===== config.mk =====
export PLATFORM = sky130hd
export DESIGN_NAME = fir_sample_tx
export DESIGN_NICKNAME = d
export VERILOG_FILES = /design/src/rtl/fir_sample_tx_pkg.sv /design/src/rtl/fir_sample_fifo.sv /design/src/rtl/fir_sample_tx.sv
export SDC_FILE = /design/constraint.sdc
export NUM_CORES = 1
export LEC_CHECK = 0
export ABC_CLOCK_PERIOD_IN_PS = 6450
export CAP_MARGIN = 20
export CORE_MARGIN = 2
export CORE_UTILIZATION = 30
export DETAILED_ROUTE_END_ITERATION = 12
export HOLD_SLACK_MARGIN = 0.08
export PLACE_DENSITY = 0.41
export SYNTH_ARGS = -nofsm -noshare
export SYNTH_HDL_FRONTEND = slang
export SYNTH_SLANG_ARGS = --single-unit

===== constraint.sdc =====
create_clock -name clk -period 6.45 [get_ports clk]
set_input_delay 1.6125 -clock clk [delete_from_list [all_inputs] [get_ports clk]]
set_output_delay 1.6125 -clock clk [all_outputs]
set_load 0.02 [all_outputs]

===== src/rtl/fir_sample_tx_pkg.sv =====
// Shared types and helpers for the FIR sample transmitter.
// The FIR_SAMPLE_TX_ZERO_FILL_EN build option is consumed by fir_sample_tx.
package fir_sample_tx_pkg;

   localparam int unsigned DEF_WIDTH = 24;

   typedef enum logic [1:0] {
      ST_IDLE  = 2'd0,
      ST_PRIME = 2'd1,
      ST_RUN   = 2'd2
   } state_t;

   function automatic int unsigned level_width(input int unsigned depth);
      return $clog2(depth) + 1;
   endfunction

endpackage


===== src/rtl/fir_sample_fifo.sv =====
// Synchronous FIFO holding samples waiting to be paced out to the filter.
// Writes while full and reads while empty are ignored.
module fir_sample_fifo
   import fir_sample_tx_pkg::*;
#(
   parameter int unsigned WIDTH = DEF_WIDTH,
   parameter int unsigned DEPTH = 16
) (
   input  logic                          clk,
   input  logic                          rst,
   input  logic [WIDTH-1:0]              push_data,
   input  logic                          push,
   input  logic                          pop,
   output logic [WIDTH-1:0]              pop_data,
   output logic                          full,
   output logic                          empty,
   output logic [level_width(DEPTH)-1:0] level
);

   localparam int unsigned AW = $clog2(DEPTH);
   localparam int unsigned LW = level_width(DEPTH);
   localparam logic [LW-1:0] FULL_LVL = LW'(DEPTH);

   logic [WIDTH-1:0] mem_q [DEPTH];
   logic [AW-1:0]    wr_ptr_q, wr_ptr_d;
   logic [AW-1:0]    rd_ptr_q, rd_ptr_d;
   logic [LW-1:0]    level_q, level_d;
   logic             do_push, do_pop;

   always_comb begin
      full     = (level_q == FULL_LVL);
      empty    = (level_q == '0);
      do_push  = push && !full;
      do_pop   = pop && !empty;
      wr_ptr_d = wr_ptr_q;
      rd_ptr_d = rd_ptr_q;
      level_d  = level_q;
      // Pointers wrap naturally because DEPTH is a power of two.
      if (do_push) wr_ptr_d = wr_ptr_q + 1'b1;
      if (do_pop)  rd_ptr_d = rd_ptr_q + 1'b1;
      if (do_push && !do_pop)      level_d = level_q + 1'b1;
      else if (!do_push && do_pop) level_d = level_q - 1'b1;
   end

   always_ff @(posedge clk or posedge rst) begin
      if (rst) begin
         wr_ptr_q <= '0;
         rd_ptr_q <= '0;
         level_q  <= '0;
      end else begin
         wr_ptr_q <= wr_ptr_d;
         rd_ptr_q <= rd_ptr_d;
         level_q  <= level_d;
      end
   end

   always_ff @(posedge clk) begin
      if (do_push) mem_q[wr_ptr_q] <= push_data;
   end

   assign pop_data = mem_q[rd_ptr_q];
   assign level    = level_q;

endmodule


===== src/rtl/fir_sample_tx.sv =====
// Paces buffered samples out to the FIR socket, one ready strobe every DIV clocks.
// Define FIR_SAMPLE_TX_ZERO_FILL_EN to emit zero samples on empty ticks instead of re-priming.
module fir_sample_tx
   import fir_sample_tx_pkg::*;
#(
   parameter int unsigned WIDTH = DEF_WIDTH,
   parameter int unsigned DEPTH = 16,
   parameter int unsigned DIV   = 128,
   parameter int unsigned PRIME = 4
) (
   input  logic                          clk,
   input  logic                          rst,
   input  logic [WIDTH-1:0]              wr_data,
   input  logic                          wr_valid,
   output logic                          wr_ready,
   input  logic                          enable,
   input  logic                          clr_underflow,
   output logic [WIDTH-1:0]              input_sig,
   output logic                          ready,
   output logic                          underflow,
   output logic [level_width(DEPTH)-1:0] level
);

   localparam int unsigned LW = level_width(DEPTH);
   localparam int unsigned CW = $clog2(DIV);
   localparam logic [CW-1:0] CNT_LAST  = CW'(DIV - 1);
   localparam logic [LW-1:0] PRIME_LVL = LW'(PRIME);

   state_t           state_q, state_d;
   logic [CW-1:0]    cnt_q, cnt_d;
   logic [WIDTH-1:0] sig_q, sig_d;
   logic             ready_q, ready_d;
   logic             unf_q, unf_d;
   logic             tick;
   logic             fifo_pop, fifo_full, fifo_empty;
   logic [WIDTH-1:0] fifo_head;
   logic [LW-1:0]    fifo_level;

   fir_sample_fifo #(
      .WIDTH (WIDTH),
      .DEPTH (DEPTH)
   ) u_fifo (
      .clk       (clk),
      .rst       (rst),
      .push_data (wr_data),
      .push      (wr_valid),
      .pop       (fifo_pop),
      .pop_data  (fifo_head),
      .full      (fifo_full),
      .empty     (fifo_empty),
      .level     (fifo_level)
   );

   // The counter defaults to zero so every way into RUN starts a fresh period.
   always_comb begin
      state_d  = state_q;
      cnt_d    = '0;
      sig_d    = sig_q;
      ready_d  = 1'b0;
      unf_d    = unf_q;
      fifo_pop = 1'b0;
      tick     = (cnt_q == CNT_LAST);
      if (clr_underflow) unf_d = 1'b0;
      case (state_q)
         ST_IDLE: begin
            if (enable) state_d = ST_PRIME;
         end
         ST_PRIME: begin
            if (!enable)                      state_d = ST_IDLE;
            else if (fifo_level >= PRIME_LVL) state_d = ST_RUN;
         end
         ST_RUN: begin
            if (!enable) begin
               state_d = ST_IDLE;
            end else if (!tick) begin
               cnt_d = cnt_q + 1'b1;
            end else if (!fifo_empty) begin
               fifo_pop = 1'b1;
               sig_d    = fifo_head;
               ready_d  = 1'b1;
            end else begin
               unf_d = 1'b1;
`ifdef FIR_SAMPLE_TX_ZERO_FILL_EN
               sig_d   = '0;
               ready_d = 1'b1;
`else
               state_d = ST_PRIME;
`endif
            end
         end
         default: state_d = ST_IDLE;
      endcase
   end

   always_ff @(posedge clk or posedge rst) begin
      if (rst) begin
         state_q <= ST_IDLE;
         cnt_q   <= '0;
         sig_q   <= '0;
         ready_q <= 1'b0;
         unf_q   <= 1'b0;
      end else begin
         state_q <= state_d;
         cnt_q   <= cnt_d;
         sig_q   <= sig_d;
         ready_q <= ready_d;
         unf_q   <= unf_d;
      end
   end

   assign wr_ready  = !fifo_full;
   assign input_sig = sig_q;
   assign ready     = ready_q;
   assign underflow = unf_q;
   assign level     = fifo_level;

endmodule

---- After elaboration in Yosys (flattened, before gate mapping) ----
Memories as Yosys holds them, arrays and structs flattened. A register that Yosys moved wholly into a read port is not among the register bits.
Index checks and enable logic that the tools add are counted.
operators by class
  shifts and indexed selects .............. 0
  eq/ne operators ......................... 8
  divide/modulo/power cells ............... 0
  order comparisons ....................... 1
  mux-type cells .......................... 23
  bitwise operators ....................... 1
  $mul .................................... 0
  add/subtract/negate cells ............... 5
  reductions and logical operators ........ 13
operators with widths
  cell                 count
  $mux 7               3
  $mux 2               6
  $mux 1               11
  $mux 5               2
  $ne 3x3->1 const B   3
  $add 4x1->4 const B  2
  $reduce_and 4->1     2
  $add 7x1->7 const B  1
  $eq 7x7->1 const B   1
  $pmux 2 s3           1
  $add 5x1->5 const B  1
  $eq 5x5->1 const B   1
  $ge 5x3->1 const B   1
  $logic_not 5->1      1
  $sub 5x1->5 const B  1
  $logic_and 1x1->1    4
  $logic_not 1->1      4
  $eq 2x1->1 const B   1
  $eq 2x2->1 const B   1
  $logic_not 2->1      1
  $ne 2x2->1 const B   1
  $reduce_bool 2->1    1
  $not 1->1            1
word-level totals
  bits in read-only memories .............. 0
  memory bits (writable) .................. 384
  memories ................................ 1
  flip-flop bits (word level) ............. 24
  output and inout port bits .............. 32
  latch bits .............................. 0
  logic and storage cells ................. 59
memories
  name          words  width  read ports  clocked after Yosys merged registers in  write ports  RTL line               text
  u_fifo.mem_q  16     24     1           1                                        1            fir_sample_fifo.sv:24  logic [WIDTH-1:0] mem_q [DEPTH];

---- Longest topological paths before layout ----
Gate-level depths: netlist of the first run.
  word-level depth ........................ 9
  gate-level depth with buffers ........... 12
  depth with buffers taken out ............ 11

---- Cells and area by module ----
From an unflattened synthesis of the first run, not the netlist that was laid out.
second synthesis, totals
  cell total of the unflattened synthesis .. 883
  area total of the unflattened synthesis .. 17,235.3 um^2
modules (own cells, without submodules)
  module           cells each  times used  area an instance (um^2)
  fir_sample_fifo  782         1           15,725.1
  fir_sample_tx    101         1           1,510.2

---- Worst setup path before layout of the first run ----
Ideal clock, no wire load.
  kind .................................... input port to flip-flop
  start ................................... input port wr_valid
  end ..................................... memory u_fifo.mem_q[3][0] (netlist name), enable pin
  setup time .............................. 0.435 ns
  required time ........................... 6.015 ns
  slack ................................... 2.055 ns
  buffers on the path ..................... 0
  stages on the path ...................... 3
  arrival ................................. 3.960 ns
  path through ............................ a21boi_1 -> nand2_1 -> nor3_1
on the way
  word-level cells in the longest chain between the ends .. 3
RTL lines
  what                          RTL line               text
  from (decl)                   fir_sample_tx.sv:14    input logic wr_valid,
  $logic_and 1x1->1             fir_sample_fifo.sv:33  do_push = push && !full;
  $mux 1                        fir_sample_fifo.sv:58  if (do_push) mem_q[wr_ptr_q] <= push_data;
  $mux 1 (not written as such)  fir_sample_fifo.sv:58
  to (decl)                     fir_sample_fifo.sv:24
No other way between the ends.

---- Worst setup path after layout of the first run ----
  start ................................... input port enable
  end ..................................... register u_fifo.level_q[4], in the netlist u_fifo.level[4]
on the way
  word-level cells in the longest chain between the ends .. 6
RTL lines
  what                                         RTL line               text
  from (decl)                                  fir_sample_tx.sv:16    input logic enable,
  $mux 1 *                                     fir_sample_tx.sv:73    if (!enable) begin
  $mux 1 *                                     fir_sample_tx.sv:64    case (state_q)
  $logic_and 1x1->1 *                          fir_sample_fifo.sv:34  do_pop = pop && !empty;
  $logic_not 1->1                              fir_sample_fifo.sv:41  if (do_push && !do_pop) level_d = level_q + 1'b1;
  $logic_and 1x1->1                            fir_sample_fifo.sv:41
  $mux 5 or $reduce_bool 2->1 (tied branches)  n/a
  to (signal assigned)                         fir_sample_fifo.sv:53  level_q <= level_d;
  to (decl)                                    fir_sample_fifo.sv:27  logic [LW-1:0] level_q, level_d;
Every way passes the cells marked *; elsewhere a longest branch is shown, timed or not.
A chain may end at the register's enable or synchronous reset.

==> results of run 1 <==
## worst reg2reg max path: cells and delay by family, from the launching register on
kind | cells | cell delay [ns]
AND/OR/NAND/NOR | 3 | 0.97
buffers and inverters | 2 | 0.51
XOR/XNOR | 1 | 0.14
flip-flops | 1 | 0.46
AO/OA/AOI/OAI | 2 | 0.39
multiplexers | 1 | 0.25
adder cells (fa/ha/maj) | 2 | 0.58
## cell usage in the layout (no fill, tap or decap), types with 5 or more instances in the layout
| master | count |
|---|---|
| clkbuf_1 | 14 |
| o221ai_2 | 20 |
| o21ai_0 | 27 |
| mux4_2 | 96 |
| inv_1 | 6 |
| nor2_4 | 12 |
| xnor2_1 | 9 |
| ha_1 | 10 |
| dfrtp_1 | 45 |
| nand2_1 | 10 |
| clkdlybuf4s50_1 | 60 |
| clkinv_1 | 6 |
| bufinv_16 | 5 |
| nor2_1 | 10 |
| buf_4 | 11 |
| edfxtp_1 | 384 |
| clkinv_2 | 7 |
| mux2i_1 | 49 |
| clkbuf_16 | 49 |
| xor2_1 | 6 |
## power by group
group          total (mW)  internal (mW)  switching (mW)
clock network        2.69           1.62            1.07
logic               0.676          0.237           0.439
registers            3.45           3.33           0.111
total                6.81           5.19            1.62
## area by class of cell
class                      count  area [um2]  share of cell area (%)
clock buffer                  65        1310                    6.52
clock inverter                23         246                    1.23
inverter                       7        26.3                   0.131
multi-input combinational    294        3910                    19.5
sequential                   432       12700                    63.6
tap                          748         936                    4.67
timing repair buffer          80         876                    4.37
## Yosys cell counts, drive strengths merged (2+ instances only)
cell type	instances	area (um2)
nor2	23	86.3
nor4	2	12.5
nand4	2	12.5
nand2	10	37.5
o21a	2	15.0
edfxtp	384	11500
xor2	6	52.6
dfrtp	48	1200
o221ai	24	335
inv	7	26.3
clkbuf	19	71.3
nand3	4	20.0
buf	25	151
or3	2	17.5
a21oi	2	10.0
nor3	8	40.0
nor3b	2	15.0
xnor2	9	78.8
nand2b	2	12.5
o21ai	27	135
mux4	96	2160
mux2	2	22.5
ha	10	125
mux2i	49	490
a21o	2	15.0
## how the worst max path moves through the flow
stage / depth (start not counted) / from / to
after detailed placement: 11 / enable / u_fifo.level[4]
final: 11 / enable / u_fifo.level[4]
after global routing: 11 / enable / u_fifo.level[4]
after floorplan: 3 / wr_valid / u_fifo.mem_q[3][0]
after global placement: 11 / enable / u_fifo.level[4]
after CTS: 11 / enable / u_fifo.level[4]
## metrics by stage
stage	util [%]	cells	setup slack, ns	hold WS, ns	power [mW]
global route	36.3	1649	1.99	0.500	7.09
detailed placement	33.1	1552	1.55	0.480	4.17
global placement	33.1	1552	1.69	0.447	4.13
floorplan	-	777	2.06	0.431	3.82
CTS	36.0	1640	2.16	0.485	6.89
finish	36.3	1649	2.14	0.486	6.81
## per-layer routing
metal | GRT usage (%) | up-vias | wire [um]
met5 | 0 | - | 0
met4 | 4.65 | 0 | 924
met3 | 2.42 | 51 | 2170
met2 | 22.5 | 197 | 18600
met1 | 18.9 | 4169 | 17100
li1 | - | 3402 | -
## sequential cells by signal (all words and copies together), names as in the netlist
register,cells
cnt_q,7
input_sig,24
ready,1
state_q,2
u_fifo.level,5
u_fifo.mem_q,384
u_fifo.rd_ptr_q,4
u_fifo.wr_ptr_q,4
underflow,1
## cell families after synthesis
| family | synth area share (%) |
|---|---|
| multiplexers | 15.9 |
| flip-flops | 75.9 |
| XOR/XNOR | 0.783 |
| AO/OA/AOI/OAI | 3.19 |
| adder cells (fa/ha/maj) | 0.865 |
| buffers and inverters | 1.48 |
| AND/OR/NAND/NOR | 1.84 |
==> impl_metrics.py, run 1 <==
metrics = {
    "clock_tree": {
        "path_clk_slew_ns": 0.06,
        "cts_tree": "done",
        "ctsRootBufferMaster": "clkbuf_16",
        "postCtsHoldBufs": 0,
        "htree_levels": 2,
        "clockBufferDepth": 3,
        "cts.sinks": 432,
        "cts_made_buffers": 48,
        "postCtsResizedCells": 0,
        "cts_setup_buffers": 0,
        "insertion_delay_ns": 0.58,
    },
    "outcome": {
        "status": "completed",
    },
    "hold_path": {
        "holdPathEnd": "cnt_q[0]",
        "min_from": "cnt_q[0]",
        "whs_path_depth": 1,
        "holdCritPathClass": "reg -> reg",
    },
    "worst_setup_path": {
        "setup.reg_to_reg.worst_slack_ns": 3.06,
        "critPathCaptureType": "register",
        "required_ns": 6.94,
        "critPathMaxFanout": 30,
        "regToRegEndpoint": "u_fifo.level[4]",
        "r2r-start": "u_fifo.level[0]",
        "worstSetupPathType": "in -> reg",
        "crit_buf_inv": 2,
        "startpoint_type": "input pin",
        "critical_path_arrival_ns": 4.80,
        "ff2ff_path_depth": 11,
        "crit_top_cell": "ha_1",
        "crit_family": "simple AND/OR/NAND/NOR gates",
        "cp_slowest_cell": "or3_4",
        "cp_slowest_stage_delay_ns": 0.62,
        "worstPathCellList": "clkdlybuf4s50_1 -> nand3b_4 -> or3_4 -> or2_2 -> ha_1 -> inv_1 -> ha_1 -> a21o_1 -> a21oi_1 -> mux2i_1 -> xnor2_1",
    },
    "timing": {
        "worstMarginPinSlew_ns": 1.11,
        "slew_headroom_pct": 26.0,
        "tns_ns": 0,
        "clock_skew_ns": 0.0142,
        "layout_worst_path_cycle_share_pct": 66.8,
        "setup_viol": 0,
        "fmax_mhz": 232,
        "finalCriticalPeriod_ns": 4.31,
        "slew_violations": 0,
        "hold_viol": 0,
        "rsz0062_at_grt": "false",
    },
    "power": {
        "p_per_area_nw_per_um2": 340,
        "vdd_drop_max_mv": 0.186,
        "leakage_nw": 6.20,
    },
    "logic_synthesis": {
        "synth.distinct_cells": 41,
        "syn_area_per_cell_um2": 21.6,
        "synth_warnings": 0,
        "synth_nets": 817,
        "postSynth.asyncResetShare_pct": 11.1,
        "yosysSeqAreaShare_pct": 75.9,
        "synth_area_um2": 16800,
        "synthFlopType": "edfxtp_1",
        "ys_ff_latch": 432,
        "synth_edf_count": 384,
        "syn_inst": 777,
    },
    "global_routing": {
        "grt_pass1_vias": 8621,
        "grt_antenna_before_repair": 0,
        "grt_pass1_wl_um": 57400,
        "globalRouteOverflowTotal": 0,
        "grt_usage_pct": 13.9,
        "grt_max_degree": 57,
    },
    "detailed_routing": {
        "vias": 7819,
        "wl_per_cell_um": 23.5,
        "routed_wl_um": 38800,
        "ant_nets": 0,
        "drc": 0,
        "via_per_inst": 4.74,
        "detailedRoute.firstIterationViolations": 621,
        "drt_pre_antenna_iters": 4,
    },
    "floorplanning": {
        "coreArea_um2": 55200,
        "die_x_um": 240,
        "start_util_pct": 30.4,
        "die_height_um": 240,
        "io_pins": 61,
        "fp.dieArea_um2": 57800,
        "rows": 86,
    },
    "cells_and_area": {
        "fin_nets": 903,
        "antenna_cells": 0,
        "area_growth_pct": 19.5,
        "nFillCells": 5030,
        "drive_gt1_share_pct": 25.7,
        "fin_area_um2": 20000,
    },
    "place": {
        "gp_congestion": 0.717,
        "hpwlAfterDp_um": 21100,
        "dpl_cell_area_um2": 18300,
        "place.port_buffers": 60,
    },
    "flow_run": {
        "max_cap_violations": 0,
    },
}
(Power assumes the default switching activity.)
==> run 2: changes to the inputs <==
--- a/config.mk
+++ b/config.mk
@@ -5,7 +5,7 @@
 export SDC_FILE = /design/constraint.sdc
 export NUM_CORES = 1
 export LEC_CHECK = 0
-export ABC_CLOCK_PERIOD_IN_PS = 6450
+export ABC_CLOCK_PERIOD_IN_PS = 4100
 export CAP_MARGIN = 20
 export CORE_MARGIN = 2
 export CORE_UTILIZATION = 30
==> constraint.sdc (replaced) <==
create_clock -name clk -period 4.1 [get_ports clk]
set_input_delay 1.025 -clock clk [delete_from_list [all_inputs] [get_ports clk]]
set_output_delay 1.025 -clock clk [all_outputs]
set_load 0.02 [all_outputs]
==> run 2 against run 1 <==
- largest cell class unchanged
- total power rose by 56%
- clock skew rose by 0.013 ns
- final cell count rose by 0.61%
==> impl_metrics.py, run 2 (same netlist as run 1, synthesis figures left out) <==
metrics = {
    "worst_setup_path": {
        "cp_slowest_stage_delay_ns": 0.56,
        "crit_top_cell": "ha_1",
        "required_ns": 4.60,
        "setup.reg_to_reg.worst_slack_ns": 1.12,
        "critPathCaptureType": "register",
        "startpoint_type": "input pin",
        "cp_slowest_cell": "clkdlybuf4s50_1",
        "worstSetupPathType": "in -> reg",
        "critical_path_arrival_ns": 3.86,
        "worstPathCellList": "clkdlybuf4s50_1 -> nand3b_4 -> or3_4 -> or2_2 -> ha_1 -> inv_1 -> ha_1 -> a21o_1 -> a21oi_1 -> mux2i_1 -> xnor2_1",
        "critPathMaxFanout": 8,
    },
    "cells_and_area": {
        "drive_gt1_share_pct": 26.8,
        "top_register": "u_fifo.mem_q",
        "fin_nets": 911,
        "antenna_cells": 0,
        "fin_area_um2": 20100,
        "layout_common_cells": "edfxtp_1, mux4_2, clkdlybuf4s50_1",
        "area_growth_pct": 19.9,
        "largest_reg_flops": 384,
        "nFillCells": 5010,
        "layout_commonest_cell": "edfxtp_1",
    },
    "global_routing": {
        "globalRouteOverflowTotal": 0,
        "grt_max_degree": 57,
        "gr-usage-met3_pct": 2.23,
        "busiest_layer": "met2",
        "grt_pass1_vias": 8629,
        "grt_usage_pct": 14.4,
        "use_met1_pct": 19.3,
        "gr-usage-met2_pct": 24.2,
        "grt_pass1_wl_um": 59500,
        "grt_antenna_before_repair": 1,
    },
    "place": {
        "hpwlAfterDp_um": 22600,
        "dpl_cell_area_um2": 18600,
        "place.port_buffers": 60,
        "gp_congestion": 0.739,
    },
    "floorplanning": {
        "die_x_um": 240,
        "die_height_um": 240,
        "io_pins": 61,
        "start_util_pct": 30.4,
        "fp.dieArea_um2": 57800,
        "coreArea_um2": 55200,
        "rows": 86,
    },
    "timing": {
        "rsz0062_at_grt": "false",
        "finalCriticalPeriod_ns": 3.36,
        "clock_skew_ns": 0.0269,
        "layout_worst_path_cycle_share_pct": 82.0,
        "fmax_mhz": 297,
        "slew_headroom_pct": 28.2,
        "slew_violations": 0,
        "setup_viol": 0,
        "worstMarginPinSlew_ns": 1.08,
        "tns_ns": 0,
        "hold_viol": 0,
    },
    "detailed_routing": {
        "via_per_inst": 4.76,
        "routed_wl_um": 40500,
        "wl_per_cell_um": 24.4,
        "ant_nets": 0,
        "vias": 7897,
        "drt_pre_antenna_iters": 4,
        "drc": 0,
        "detailedRoute.firstIterationViolations": 456,
    },
    "clock_tree": {
        "insertion_delay_ns": 0.60,
        "cts_made_buffers": 48,
        "ctsRootBufferMaster": "clkbuf_16",
        "htree_levels": 2,
        "cts_setup_buffers": 0,
        "postCtsHoldBufs": 0,
        "postCtsResizedCells": 0,
        "path_clk_slew_ns": 0.06,
        "cts.sinks": 432,
        "cts_tree": "done",
        "clockBufferDepth": 3,
    },
    "outcome": {
        "status": "completed",
    },
    "power": {
        "vdd_drop_max_mv": 0.317,
        "finalPower_mw": 10.7,
        "p_per_area_nw_per_um2": 530,
        "leakage_nw": 6.23,
    },
    "flow_run": {
        "max_cap_violations": 0,
    },
    "hold_path": {
        "holdCritPathClass": "reg -> reg",
    },
}
==> run 2: final cells by class <==
class                      count  area, um2  share of cell area (%)
multi-input combinational    294       3910                    19.4
inverter                       7       26.3                   0.131
timing repair buffer          88        973                    4.84
sequential                   432      12700                    63.4
tap                          748        936                    4.65
clock inverter                23        209                    1.04
clock buffer                  67       1310                    6.53
==> run 2: worst max-delay path: cells and delay by family <==
kind	cells	cell delay, ns
muxes	1	0.24
AOI/OAI and AO/OA	2	0.35
adders and majority gates	2	0.52
and+or+nand+nor	3	0.87
buffers and inverters	2	0.72
xor gates and xnor gates	1	0.14
==> run 2: worst paths after layout <==
path,startpoint,to,depth (start not counted)
min in group asynchronous,rst,cnt_q[1],2
max,enable,u_fifo.level[4],11
max in group asynchronous,rst,u_fifo.rd_ptr_q[3],3
min,cnt_q[0],cnt_q[0],1
max reg2reg,cnt_q[0],u_fifo.level[4],11
min reg2reg,cnt_q[0],cnt_q[0],1
==> run 2: stage by stage <==
stage	setup slack, ns	hold WS (ns)	util, %	std cells
detailed placement	0.168	0.474	33.7	1569
floorplan	0.293	0.431	-	777
CTS	0.754	0.482	36.4	1659
global route	0.579	0.520	36.4	1659
global placement	0.206	0.450	33.7	1569
finish	0.739	0.486	36.4	1659
==> run 2: report_power, final <==
part | internal [mW] | switching, mW | leakage (nW)
Clock | 2.38 | 1.76 | 0.736
Sequential | 5.24 | 0.170 | 4.11
Combinational | 0.387 | 0.717 | 1.38
Total | 8.01 | 2.64 | 6.23
==> run 2: layer usage <==
metal  wire length, um  share of wire [%]  vias up
met5                12              0.030        -
met4               744                1.8        2
met3              1440                3.5       61
met2             20100                 50      147
met1             18200                 45     4267
li1                  -                  -     3420
==> run 3: changes to the inputs <==
--- a/config.mk
+++ b/config.mk
@@ -5,13 +5,13 @@
 export SDC_FILE = /design/constraint.sdc
 export NUM_CORES = 1
 export LEC_CHECK = 0
-export ABC_CLOCK_PERIOD_IN_PS = 4100
+export ABC_CLOCK_PERIOD_IN_PS = 2900
 export CAP_MARGIN = 20
 export CORE_MARGIN = 2
 export CORE_UTILIZATION = 30
 export DETAILED_ROUTE_END_ITERATION = 12
 export HOLD_SLACK_MARGIN = 0.08
-export PLACE_DENSITY = 0.41
+export PLACE_DENSITY = 0.43
 export SYNTH_ARGS = -nofsm -noshare
 export SYNTH_HDL_FRONTEND = slang
 export SYNTH_SLANG_ARGS = --single-unit
==> constraint.sdc (replaced) <==
create_clock -name clk -period 2.9 [get_ports clk]
set_input_delay 0.725 -clock clk [delete_from_list [all_inputs] [get_ports clk]]
set_output_delay 0.725 -clock clk [all_outputs]
set_load 0.02 [all_outputs]
==> run 3 against run 2 <==
- non-clock buffer count up 40
- global-route usage about the same
- highest routed layer is now met4
- largest cell class unchanged
- clock skew down 0.0083 ns
- wire length down 0.80%
- setup slack worse by 0.64 ns
- final cell count up 2.4%
- critical endpoint is now wr_ready
- sequential cell count unchanged
- total power up 43%
- sequential power up 41%
==> impl_metrics.py, run 3 (same netlist as run 1, synthesis figures left out) <==
metrics = {
    "global_routing": {
        "grt_pass1_wl_um": 59600,
        "globalRouteOverflowTotal": 0,
        "grt_antenna_before_repair": 0,
        "grt_pass1_vias": 8695,
        "grt_usage_pct": 14.4,
        "grt_max_degree": 52,
    },
    "place": {
        "gp_congestion": 0.717,
        "dp_slack_ns": -0.417,
        "dpl_cell_area_um2": 19100,
        "place.port_buffers": 60,
        "hpwlAfterDp_um": 24000,
        "post-place-cells": 1608,
    },
    "detailed_routing": {
        "vias": 7997,
        "drt_pre_antenna_iters": 4,
        "detailedRoute.firstIterationViolations": 507,
        "via_per_inst": 4.71,
        "drc": 0,
        "routed_wl_um": 40200,
        "wl_per_cell_um": 23.7,
        "ant_nets": 0,
    },
    "cells_and_area": {
        "largest_reg_flops": 384,
        "area_growth_pct": 23.2,
        "postLayoutCoreUtil_pct": 37.4,
        "top_register": "u_fifo.mem_q",
        "fin_nets": 951,
        "antenna_cells": 0,
        "layout_common_cells": "edfxtp_1, mux4_2, clkdlybuf4s50_1",
        "fin_cells": 1699,
        "drive_gt1_share_pct": 29.7,
        "multi_input_comb_area_um2": 3970,
        "fin_area_um2": 20700,
        "nFillCells": 5060,
        "layout_commonest_cell": "edfxtp_1",
        "seq_area_um2": 12700,
    },
    "clock_tree": {
        "insertion_delay_ns": 0.58,
        "path_clk_slew_ns": 0.05,
        "cts_tree": "done",
        "clockBufferDepth": 3,
        "htree_levels": 2,
        "cts.sinks": 432,
        "ctsRootBufferMaster": "clkbuf_16",
        "cts_made_buffers": 48,
    },
    "worst_setup_path": {
        "required_ns": 2.17,
        "worstSetupPathType": "reg -> out",
        "r2r-start": "u_fifo.level[1]",
        "startpoint_type": "register",
        "critPathMaxFanout": 5,
        "critical_path_arrival_ns": 2.07,
        "critPathCaptureType": "output pin",
        "crit_start": "u_fifo.level[0]",
    },
    "timing": {
        "setup_viol": 0,
        "finalCriticalPeriod_ns": 2.80,
        "hold_viol": 0,
        "fmax_mhz": 358,
        "slew_violations": 0,
        "layout_worst_path_cycle_share_pct": 96.4,
        "fin_ws_ns": 0.103,
        "tns_ns": 0,
        "clock_skew_ns": 0.0186,
        "worstMarginPinSlew_ns": 0.642,
        "rsz0062_at_grt": "false",
        "slew_headroom_pct": 57.0,
        "hold_ws_ns": 0.458,
    },
    "power": {
        "combPwrFrac_pct": 12.1,
        "vdd_drop_max_mv": 0.403,
        "clkPwrFrac_pct": 38.0,
        "leakage_nw": 6.49,
        "finalPower_mw": 15.3,
        "p_sw_mw": 3.74,
        "p_int_mw": 11.5,
        "swShare_pct": 24.5,
        "p_per_area_nw_per_um2": 739,
        "pwr-share-seq_pct": 50.0,
    },
    "outcome": {
        "status": "completed",
    },
    "flow_run": {
        "max_cap_violations": 0,
    },
    "floorplanning": {
        "start_util_pct": 30.4,
        "coreArea_um2": 55200,
        "fp.dieArea_um2": 57800,
        "die_x_um": 240,
        "io_pins": 61,
        "die_height_um": 240,
        "rows": 86,
    },
    "hold_path": {
        "holdCritPathClass": "reg -> reg",
        "min_from": "cnt_q[0]",
    },
}
-- run 3: changes by cell type in the layout (fill, tap and decap cells not counted), moves of 2 or more --
cell	previous run	this run
buf_4	15	38
clkbuf_1	15	17
clkbuf_8	4	2
clkinv_1	3	10
clkinv_4	2	0
ha_1	10	8
clkbuf_16	48	50
nor3_4	0	4
nor3_2	4	0
clkinvlp_4	4	1
clkinv_2	9	7
buf_12	13	30
-- run 3: metal layers --
metal	wire length [um]	track usage (%)	up-vias
met5	0	0	-
met4	784	4.14	0
met3	1810	2.45	55
met2	19100	23.1	158
met1	18500	20.1	4274
li1	-	-	3510
-- run 3: path summary, 6_finish.rpt --
| path | to | slack, ns | cells after the start |
|---|---|---|---|
| setup / recovery | wr_ready | 0.10 | 4 |
| hold / removal | cnt_q[0] | 0.46 | 1 |
| setup reg to reg | u_fifo.level[4] | 0.20 | 11 |
| hold reg to reg | cnt_q[0] | 0.46 | 1 |
| max in group asynchronous | u_fifo.rd_ptr_q[3] | 1.79 | 3 |
| min in group asynchronous | input_sig[9] | 0.50 | 2 |
-- run 3: repair_timing --
item | in CTS | in global routing
resized for setup | 1 | 3
pin swaps | 0 | 4
setup buffers | 0 | 1
gates cloned | 0 | 0
endpoints found under the setup margin | 1 | 1
hold buffers | 0 | 0
-- run 3: layout make-up --
type	count	area share [%]
tap	748	4.53
sequential	432	61.7
clock buffer	69	6.50
multi-input combinational	294	19.2
inverter	7	0.127
timing repair buffer	128	7.19
clock inverter	21	0.757
-- run 3: power by group through the flow --
stage | combinational (mW) | sequential [mW] | clock, mW
after floorplan | 0.805 | 7.72 | 0
after global placement | 1.87 | 7.74 | 0
after detailed placement | 1.87 | 7.76 | 0
after CTS | 1.89 | 7.63 | 6.01
after global routing | 2.00 | 7.67 | 6.23
final | 1.84 | 7.63 | 5.80
-- run 3: worst max-delay path: stages, from the launching register on --
cell and delay (ns):
dfrtp_1 0.37, buf_4 0.16, nor4_2 0.33, nand2_1 0.09, clkdlybuf4s50_1 0.55
